--- config.mk ---
export PLATFORM = sky130hd
export DESIGN_NAME = multicycle_ctrl_seq_flat
export DESIGN_NICKNAME = d
export VERILOG_FILES = /design/src/rtl/multicycle_ctrl_seq_if.sv /design/src/rtl/multicycle_ctrl_seq.sv /design/src/flat_wrapper.sv
export SDC_FILE = /design/constraint.sdc
export NUM_CORES = 1
export LEC_CHECK = 0
export CORE_UTILIZATION = 45
export CTS_CLUSTER_DIAMETER = 200
export DETAILED_ROUTE_END_ITERATION = 12
export GPL_ROUTABILITY_DRIVEN = 0
export PLACE_DENSITY = 0.83
export SYNTH_ARGS = -nofsm -noshare
export SYNTH_HDL_FRONTEND = slang
export SYNTH_SLANG_ARGS = --single-unit
--- constraint.sdc ---
create_clock -name clk -period 4.2 [get_ports clk]
set_clock_uncertainty 0.2 [all_clocks]
set_input_delay 0.84 -clock clk [delete_from_list [all_inputs] [get_ports clk]]
set_output_delay 0.84 -clock clk [all_outputs]
set_load 0.02 [all_outputs]
--- src/rtl/multicycle_ctrl_seq_if.sv ---
// Fetch/decode and data-memory signals seen by the sequencer.
// master = fetch/decoder/memory side, slave = sequencer side.
interface multicycle_ctrl_seq_if;
  logic       instr_valid;
  logic       instr_ready;
  logic [4:0] opcode;
  logic       dec_halt;
  logic       dec_reg_write;
  logic       dec_mem_write;
  logic       dec_sel_wb;
  logic       dec_branch;
  logic       dec_jump;
  logic       br_taken;
  logic       mem_req;
  logic       mem_we;
  logic       mem_ack;

  modport master (
    output instr_valid,
    output opcode,
    output dec_halt,
    output dec_reg_write,
    output dec_mem_write,
    output dec_sel_wb,
    output dec_branch,
    output dec_jump,
    output br_taken,
    output mem_ack,
    input  instr_ready,
    input  mem_req,
    input  mem_we
  );

  modport slave (
    input  instr_valid,
    input  opcode,
    input  dec_halt,
    input  dec_reg_write,
    input  dec_mem_write,
    input  dec_sel_wb,
    input  dec_branch,
    input  dec_jump,
    input  br_taken,
    input  mem_ack,
    output instr_ready,
    output mem_req,
    output mem_we
  );
endinterface

--- src/rtl/multicycle_ctrl_seq.sv ---
// Multi-cycle EXEC/MEM/WB sequencer with halt latch and memory-timeout trap.
// Optional performance counters: define MCSEQ_PERF_CNT_EN.
module multicycle_ctrl_seq #(
  parameter int MEM_TIMEOUT = 15,
  parameter int CNT_W       = 16
) (
  input  logic                 clk,
  input  logic                 rst,
  multicycle_ctrl_seq_if.slave bus,
  output logic                 alu_en,
  output logic                 rf_we,
  output logic                 pc_we,
  output logic                 pc_sel_branch,
  output logic [4:0]           cur_opcode,
  output logic                 halted,
  output logic                 err,
  output logic [CNT_W-1:0]     retired_cnt,
  output logic [CNT_W-1:0]     stall_cnt
);

  localparam int WAIT_W =
    (MEM_TIMEOUT < 1) ? 1 : $clog2(MEM_TIMEOUT + 1);
  localparam logic [WAIT_W-1:0] WAIT_LIM =
    WAIT_W'(MEM_TIMEOUT);

  typedef enum logic [2:0] {
    S_IDLE,
    S_EXEC,
    S_MEM,
    S_WB,
    S_HALT,
    S_ERR
  } state_t;

  state_t state;

  logic [4:0]        op_q;
  logic              rw_q;
  logic              mw_q;
  logic              ld_q;
  logic              br_q;
  logic              jmp_q;
  logic [WAIT_W-1:0] wait_q;

  logic ready_q;
  logic alu_q;
  logic req_q;
  logic we_q;
  logic rf_q;
  logic ret_q;
  logic halt_q;
  logic err_q;

  logic acc_mem;
  logic acc_none;
  logic ex_mem;

  assign acc_mem  = bus.dec_sel_wb | bus.dec_mem_write;
  assign acc_none = ~acc_mem & ~bus.dec_reg_write;
  assign ex_mem   = ld_q | mw_q;

  // Sequencer FSM; every Moore output is registered alongside the
  // state so it is valid in the first cycle of the state it belongs to.
  always_ff @(posedge clk or posedge rst) begin
    if (rst) begin
      state   <= S_IDLE;
      op_q    <= '0;
      rw_q    <= 1'b0;
      mw_q    <= 1'b0;
      ld_q    <= 1'b0;
      br_q    <= 1'b0;
      jmp_q   <= 1'b0;
      wait_q  <= '0;
      ready_q <= 1'b1;
      alu_q   <= 1'b0;
      req_q   <= 1'b0;
      we_q    <= 1'b0;
      rf_q    <= 1'b0;
      ret_q   <= 1'b0;
      halt_q  <= 1'b0;
      err_q   <= 1'b0;
    end else begin
      alu_q <= 1'b0;
      rf_q  <= 1'b0;
      ret_q <= 1'b0;
      unique case (state)
        S_IDLE: begin
          if (bus.instr_valid) begin
            op_q    <= bus.opcode;
            rw_q    <= bus.dec_reg_write;
            mw_q    <= bus.dec_mem_write;
            ld_q    <= bus.dec_sel_wb;
            br_q    <= bus.dec_branch;
            jmp_q   <= bus.dec_jump;
            ready_q <= 1'b0;
            if (bus.dec_halt) begin
              state  <= S_HALT;
              halt_q <= 1'b1;
            end else begin
              state <= S_EXEC;
              alu_q <= 1'b1;
              ret_q <= acc_none;
            end
          end
        end
        S_EXEC: begin
          if (ex_mem) begin
            state  <= S_MEM;
            req_q  <= 1'b1;
            we_q   <= mw_q;
            wait_q <= '0;
          end else if (rw_q) begin
            state <= S_WB;
            rf_q  <= 1'b1;
          end else begin
            state   <= S_IDLE;
            ready_q <= 1'b1;
          end
        end
        S_MEM: begin
          if (bus.mem_ack) begin
            req_q <= 1'b0;
            we_q  <= 1'b0;
            if (ld_q) begin
              state <= S_WB;
              rf_q  <= 1'b1;
            end else begin
              state   <= S_IDLE;
              ready_q <= 1'b1;
            end
          end else if (MEM_TIMEOUT != 0 &&
                       wait_q == WAIT_LIM) begin
            state <= S_ERR;
            req_q <= 1'b0;
            we_q  <= 1'b0;
            err_q <= 1'b1;
          end else begin
            wait_q <= wait_q + WAIT_W'(1);
          end
        end
        S_WB: begin
          state   <= S_IDLE;
          ready_q <= 1'b1;
        end
        S_HALT: begin
          state <= S_HALT;
        end
        S_ERR: begin
          state <= S_ERR;
        end
        default: begin
          state   <= S_IDLE;
          ready_q <= 1'b1;
          req_q   <= 1'b0;
          we_q    <= 1'b0;
        end
      endcase
    end
  end

  assign bus.instr_ready = ready_q;
  assign bus.mem_req     = req_q;
  assign bus.mem_we      = we_q;
  assign alu_en          = alu_q;
  assign rf_we           = rf_q;
  assign cur_opcode      = op_q;
  assign halted          = halt_q;
  assign err             = err_q;

  // Stores retire in the ack cycle itself, hence the mem_ack term.
  assign pc_we = ret_q | rf_q |
                 (req_q & bus.mem_ack & ~ld_q);

  // Target select only matters for EXEC-retired control flow.
  assign pc_sel_branch = ret_q &
                         (jmp_q | (br_q & bus.br_taken));

`ifdef MCSEQ_PERF_CNT_EN
  logic [CNT_W-1:0] ret_cnt_q;
  logic [CNT_W-1:0] stl_cnt_q;
  logic             stall_cyc;

  assign stall_cyc = req_q & ~bus.mem_ack;

  // Saturating retire and memory-stall counters.
  always_ff @(posedge clk or posedge rst) begin
    if (rst) begin
      ret_cnt_q <= '0;
      stl_cnt_q <= '0;
    end else begin
      if (pc_we && ret_cnt_q != '1)
        ret_cnt_q <= ret_cnt_q + CNT_W'(1);
      if (stall_cyc && stl_cnt_q != '1)
        stl_cnt_q <= stl_cnt_q + CNT_W'(1);
    end
  end

  assign retired_cnt = ret_cnt_q;
  assign stall_cnt   = stl_cnt_q;
`else
  assign retired_cnt = '0;
  assign stall_cnt   = '0;
`endif

endmodule
--- src/flat_wrapper.sv ---
// flat-port wrapper written by rule: the top's interface ports become plain ports
module multicycle_ctrl_seq_flat 
#(
  parameter int MEM_TIMEOUT = 15,
  parameter int CNT_W       = 16
)
  (clk, rst, alu_en, rf_we, pc_we, pc_sel_branch, cur_opcode, halted, err, retired_cnt, stall_cnt, bus_instr_valid, bus_opcode, bus_dec_halt, bus_dec_reg_write, bus_dec_mem_write, bus_dec_sel_wb, bus_dec_branch, bus_dec_jump, bus_br_taken, bus_mem_ack, bus_instr_ready, bus_mem_req, bus_mem_we);
  multicycle_ctrl_seq_if bus_i ();
  input  logic clk;
  input  logic rst;
  output logic alu_en;
  output logic rf_we;
  output logic pc_we;
  output logic pc_sel_branch;
  output logic [4:0] cur_opcode;
  output logic halted;
  output logic err;
  output logic [CNT_W-1:0] retired_cnt;
  output logic [CNT_W-1:0] stall_cnt;
  input wire logic [$bits(bus_i.instr_valid)-1:0] bus_instr_valid;
  input wire logic [$bits(bus_i.opcode)-1:0] bus_opcode;
  input wire logic [$bits(bus_i.dec_halt)-1:0] bus_dec_halt;
  input wire logic [$bits(bus_i.dec_reg_write)-1:0] bus_dec_reg_write;
  input wire logic [$bits(bus_i.dec_mem_write)-1:0] bus_dec_mem_write;
  input wire logic [$bits(bus_i.dec_sel_wb)-1:0] bus_dec_sel_wb;
  input wire logic [$bits(bus_i.dec_branch)-1:0] bus_dec_branch;
  input wire logic [$bits(bus_i.dec_jump)-1:0] bus_dec_jump;
  input wire logic [$bits(bus_i.br_taken)-1:0] bus_br_taken;
  input wire logic [$bits(bus_i.mem_ack)-1:0] bus_mem_ack;
  output wire logic [$bits(bus_i.instr_ready)-1:0] bus_instr_ready;
  output wire logic [$bits(bus_i.mem_req)-1:0] bus_mem_req;
  output wire logic [$bits(bus_i.mem_we)-1:0] bus_mem_we;
  assign bus_i.instr_valid = bus_instr_valid;
  assign bus_i.opcode = bus_opcode;
  assign bus_i.dec_halt = bus_dec_halt;
  assign bus_i.dec_reg_write = bus_dec_reg_write;
  assign bus_i.dec_mem_write = bus_dec_mem_write;
  assign bus_i.dec_sel_wb = bus_dec_sel_wb;
  assign bus_i.dec_branch = bus_dec_branch;
  assign bus_i.dec_jump = bus_dec_jump;
  assign bus_i.br_taken = bus_br_taken;
  assign bus_i.mem_ack = bus_mem_ack;
  assign bus_instr_ready = bus_i.instr_ready;
  assign bus_mem_req = bus_i.mem_req;
  assign bus_mem_we = bus_i.mem_we;
  multicycle_ctrl_seq #(.MEM_TIMEOUT(MEM_TIMEOUT), .CNT_W(CNT_W)) u_core (.clk(clk), .rst(rst), .bus(bus_i), .alu_en(alu_en), .rf_we(rf_we), .pc_we(pc_we), .pc_sel_branch(pc_sel_branch), .cur_opcode(cur_opcode), .halted(halted), .err(err), .retired_cnt(retired_cnt), .stall_cnt(stall_cnt));
endmodule
# Yosys cells after proc, flatten, opt, wreduce, memory -nomap -nowiden
# Index checks and enable logic that the tools add are counted.
[word_totals]
regBits = 25
inputBits = 16
elab_cells = 94
[classes]
addsub = 1
eq_ne = 15
muxes = 35
bitwise_logic = 16
reduce_logical = 11
[op_table]
columns = ["op", "n"]
rows = [
  ["$mux W1", 19],
  ["$mux W3", 5],
  ["$pmux W3 S5", 1],
  ["$ne A2 B2 Y1 const B", 7],
  ["$mux W4", 3],
  ["$reduce_and A3 Y1", 3],
  ["$pmux W4 S2", 1],
  ["$eq A3 B2 Y1 const B", 2],
  ["$eq A3 B3 Y1 const B", 2],
  ["$not A1 Y1", 6],
  ["$pmux W1 S3", 2],
  ["$reduce_and A6 Y1", 1],
  ["$and A1 B1 Y1", 5],
  ["$or A1 B1 Y1", 5],
  ["$add A4 B1 Y4 const B", 1],
  ["$eq A4 B4 Y1 const B", 1],
  ["$mux W2", 2],
  ["$pmux W1 S4", 1],
  ["$reduce_and A2 Y1", 2],
  ["$reduce_and A4 Y1", 1],
  ["$reduce_or A4 Y1", 1],
  ["$eq A3 B1 Y1 const B", 1],
  ["$logic_not A3 Y1", 1],
  ["$ne A3 B2 Y1 const B", 1],
  ["other kinds (4)", 4],
]

# Depth between registers and ports, before layout
[logic_depth]
word_depth = 6
depth_mapped = 6

# Worst setup path before layout
# Ideal clock, no wire load.
[synth_path]
kind = "in2out"
from = "input port bus_mem_ack"
to = "output port pc_we"
t_arrival_ns = 1.344
required_time_ns = 3.160
setup_slack_ns = 1.816
cell_stages = 2
n_path_buf = 0
cell_sequence = "nor2b_1 -> a211o_1"
[synth_between]
elab_chain_cells = 3
[synth_rtl]
columns = ["element", "line", "source"]
rows = [
  ["start: declaration", "flat_wrapper.sv:29", "input wire logic [$bits(bus_i.mem_ack)-1:0] bus_mem_ack;"],
  ["$and A1 B1 Y1 (2 in a row)", "multicycle_ctrl_seq.sv:172", "(req_q & bus.mem_ack & ~ld_q);"],
  ["$or A1 B1 Y1", "multicycle_ctrl_seq.sv:171", "assign pc_we = ret_q | rf_q |"],
  ["end: declaration", "flat_wrapper.sv:13", "output logic pc_we;"],
]
# No other way between the ends.

# Final worst setup path
# Ends and elaborated chain as after synthesis.

==> results.sh <==
export IMPL_crit_arrival_ns=2.47
export IMPL_hold_class="flip-flop to flip-flop"
export IMPL_drive_gt1_frac=0.109
export IMPL_period_share=0.835
export IMPL_setup_tns_final_ns=0
export IMPL_dp_hpwl_um=2040
export IMPL_h_tree_depth=1
export IMPL_finalHoldViolCount=0
export IMPL_cts_repair_resized=0
export IMPL_cap_violations=0
export IMPL_ys_ff_latch=25
export IMPL_dr_wl_met3_um=133
export IMPL_ys_types=39
export IMPL_m1WireLength_um=1100
export IMPL_final_common_cell="conb_1"
export IMPL_critPathLaunchType="input port"
export IMPL_cpMaxStageDelayCell="clkdlybuf4s50_1"
export IMPL_ys_warn_count=0
export IMPL_cts_buffers=3
export IMPL_finalSetupViolations=0
export IMPL_core_area_mm2=0.00305
export IMPL_ios=62
export IMPL_synth_top_family_by_area="buffers and inverters"
export IMPL_place_ws_ns=0.698
export IMPL_finalWorstSetupSlack_ns=0.693
export IMPL_nets=183
export IMPL_synth_xor_area_frac=0
export IMPL_critical_path_max_stage_delay_ns=0.61
export IMPL_cp_required_ns=3.16
export IMPL_grt_pass1_vias=966
export IMPL_grt_max_degree=26
export IMPL_vias_per_cell=4.78
export IMPL_crit_family="buffers and inverters"
export IMPL_syn_area_mm2=0.00145
export IMPL_max_slew_margin=0.391
export IMPL_netSwitchingFraction=0.368
export IMPL_track_usage=0.171
export IMPL_antennaDiodeCount=0
export IMPL_seq_power_share=0.452
export IMPL_route_detailed_drc=0
export IMPL_hold_buffers=0
export IMPL_ys_seq_area_frac=0.431
export IMPL_die_x_um=58.8
export IMPL_hold_ws_ns=0.288
export IMPL_clk_pin_slew_worst_paths_ns=0.13
export IMPL_grt_pass1_wl_um=4410
export IMPL_port_buffers=29
export IMPL_ir_worst_vdd_mv=0.188
export IMPL_post_cts_setup_buffers=0
export IMPL_syn_instance_count=136
export IMPL_synthMuxAreaShare=0.109
export IMPL_cts_sinks=25
export IMPL_dr_max_layer_used="met4"
export IMPL_worst_setup_path_end_kind="primary output"
export IMPL_clkPwrFrac=0.114
export IMPL_synth_compound_area_frac=0.127
export IMPL_cp_common_cell="clkdlybuf4s50_1"
export IMPL_yosys_most_used_dff="dfrtp_1"
export IMPL_drt_iter0_markers=25
export IMPL_n_fill_cell=263
export IMPL_grt_ovfl_total=0
export IMPL_grt_antenna_before_repair=0
export IMPL_initial_core_util=0.476
export IMPL_dieArea_mm2=0.00346
export IMPL_max_freq_mhz=285
export IMPL_std_cell_rows=20
export IMPL_pwr_share_comb=0.434
export IMPL_p_per_area_mw_per_mm2=548
export IMPL_drt_wl_total_um=2620
export IMPL_vias=998
export IMPL_slew_violations=0
export IMPL_synth_simple_area_share=0.130
export IMPL_most_common_layout_cells="conb_1, clkdlybuf4s50_1, dfrtp_1"
export IMPL_largest_reg_flops=5
export IMPL_first_pass_iters=4
export IMPL_cts_tree="yes"
export IMPL_rsz0062_at_grt="false"
export IMPL_wl_per_cell_um=12.5
export IMPL_root_buffer="clkbuf_4"
export IMPL_crit_type="input port to primary output"
export IMPL_worst_path_max_fanout=7
export IMPL_die_y_um=58.8
export IMPL_syn_to_final_growth_pct=15.3
export IMPL_detail_route_antenna_nets=0
export IMPL_power_internal_mw=0.581
export IMPL_synth_avg_cell_area_um2=10.7
export IMPL_worst_slew_pin_slew_ns=0.913
export IMPL_clock_insertion_delay_worst_skew_ns=0.32
export IMPL_synth_edf_count=0
export IMPL_critPathBufInv=2
export IMPL_worstPathCellList="clkdlybuf4s50_1, nor2b_1, a211o_1, clkdlybuf4s50_1"
export IMPL_met2_length_um=1300
export IMPL_async_reset_ff_frac=1.00
export IMPL_synth_fa_ha_area_frac=0.00861
export IMPL_p_switching_mw=0.338
export IMPL_p_leak_nw=0.776
export IMPL_period_needed_ns=3.51
export IMPL_outcome="complete, no violations"
export IMPL_max_clock_path_buffers=2
==> final timing paths <==
check	startpoint	to	slack, ns	cells after the start
worst max-delay path	bus_mem_ack	pc_we	0.69	4
worst min-delay path	u_core.err	u_core.err	0.29	1
worst max register to register	u_core.state[2]	u_core.rw_q	2.01	3
worst min register to register	u_core.err	u_core.err	0.29	1
max in group asynchronous	rst	u_core.br_q	2.44	2
min in group asynchronous	rst	u_core.bus.mem_we	0.80	2
==> Yosys cell counts, types with 2 or more instances <==
cell type	count	area [um2]
a21o_1	3	22.5
a21oi_1	6	30.0
buf_4	32	240
buf_6	2	22.5
dfrtp_1	24	601
inv_1	3	11.3
mux2_2	3	33.8
mux2_4	7	105
mux2i_1	2	20.0
nand2_1	7	26.3
nand2b_1	2	12.5
nand3_1	4	20.0
nor2_1	7	26.3
nor2b_1	2	12.5
nor3b_1	2	15.0
o21ai_0	5	25.0
o2bb2ai_1	2	17.5
o31ai_1	2	15.0
==> power by group through the flow <==
stage / Combinational [mW] / Clock [mW] / Sequential, mW
2_1_floorplan: 0.247 / 0 / 0.447
3_3_place_gp: 0.387 / 0 / 0.412
3_5_place_dp: 0.400 / 0 / 0.419
4_1_cts: 0.402 / 0.109 / 0.414
5_1_grt: 0.429 / 0.117 / 0.431
6_report: 0.399 / 0.105 / 0.415
==> area by class of cell <==
class,instances,area [um2],share of cell area
Multi-Input combinational cell,104,666,0.397
Inverter,3,11.3,0.00672
Sequential cell,25,627,0.374
Clock buffer,3,22.5,0.0134
Timing Repair Buffer,29,290,0.173
Clock inverter,1,5.00,0.00299
Tap cell,44,55.1,0.0328
==> logic make-up after synthesis <==
logic type | count (synthesis)
buffers and inverters | 38
AND/OR/NAND/NOR | 32
AO/OA/AOI/OAI | 27
flip-flops | 25
multiplexers | 12
adder cells (fa/ha/maj) | 1
other | 1
==> metal layers <==
metal  global-route usage  vias up
met4                0.119        0
met2                0.278       50
met3               0.0176        6
met5                    0        -
met1                0.214      476
li1                     -      466
==> through the flow <==
step                      power, mW  cells  instance area, um2  utilization
after floorplan               0.694    167                1570            -
after global placement        0.799    205                1650        0.540
after detailed placement      0.820    205                1650        0.540
after CTS                     0.925    209                1680        0.549
after global routing          0.977    209                1680        0.549
final                         0.919    209                1680        0.549
No activity file was read; power rests on OpenSTA's default activity.
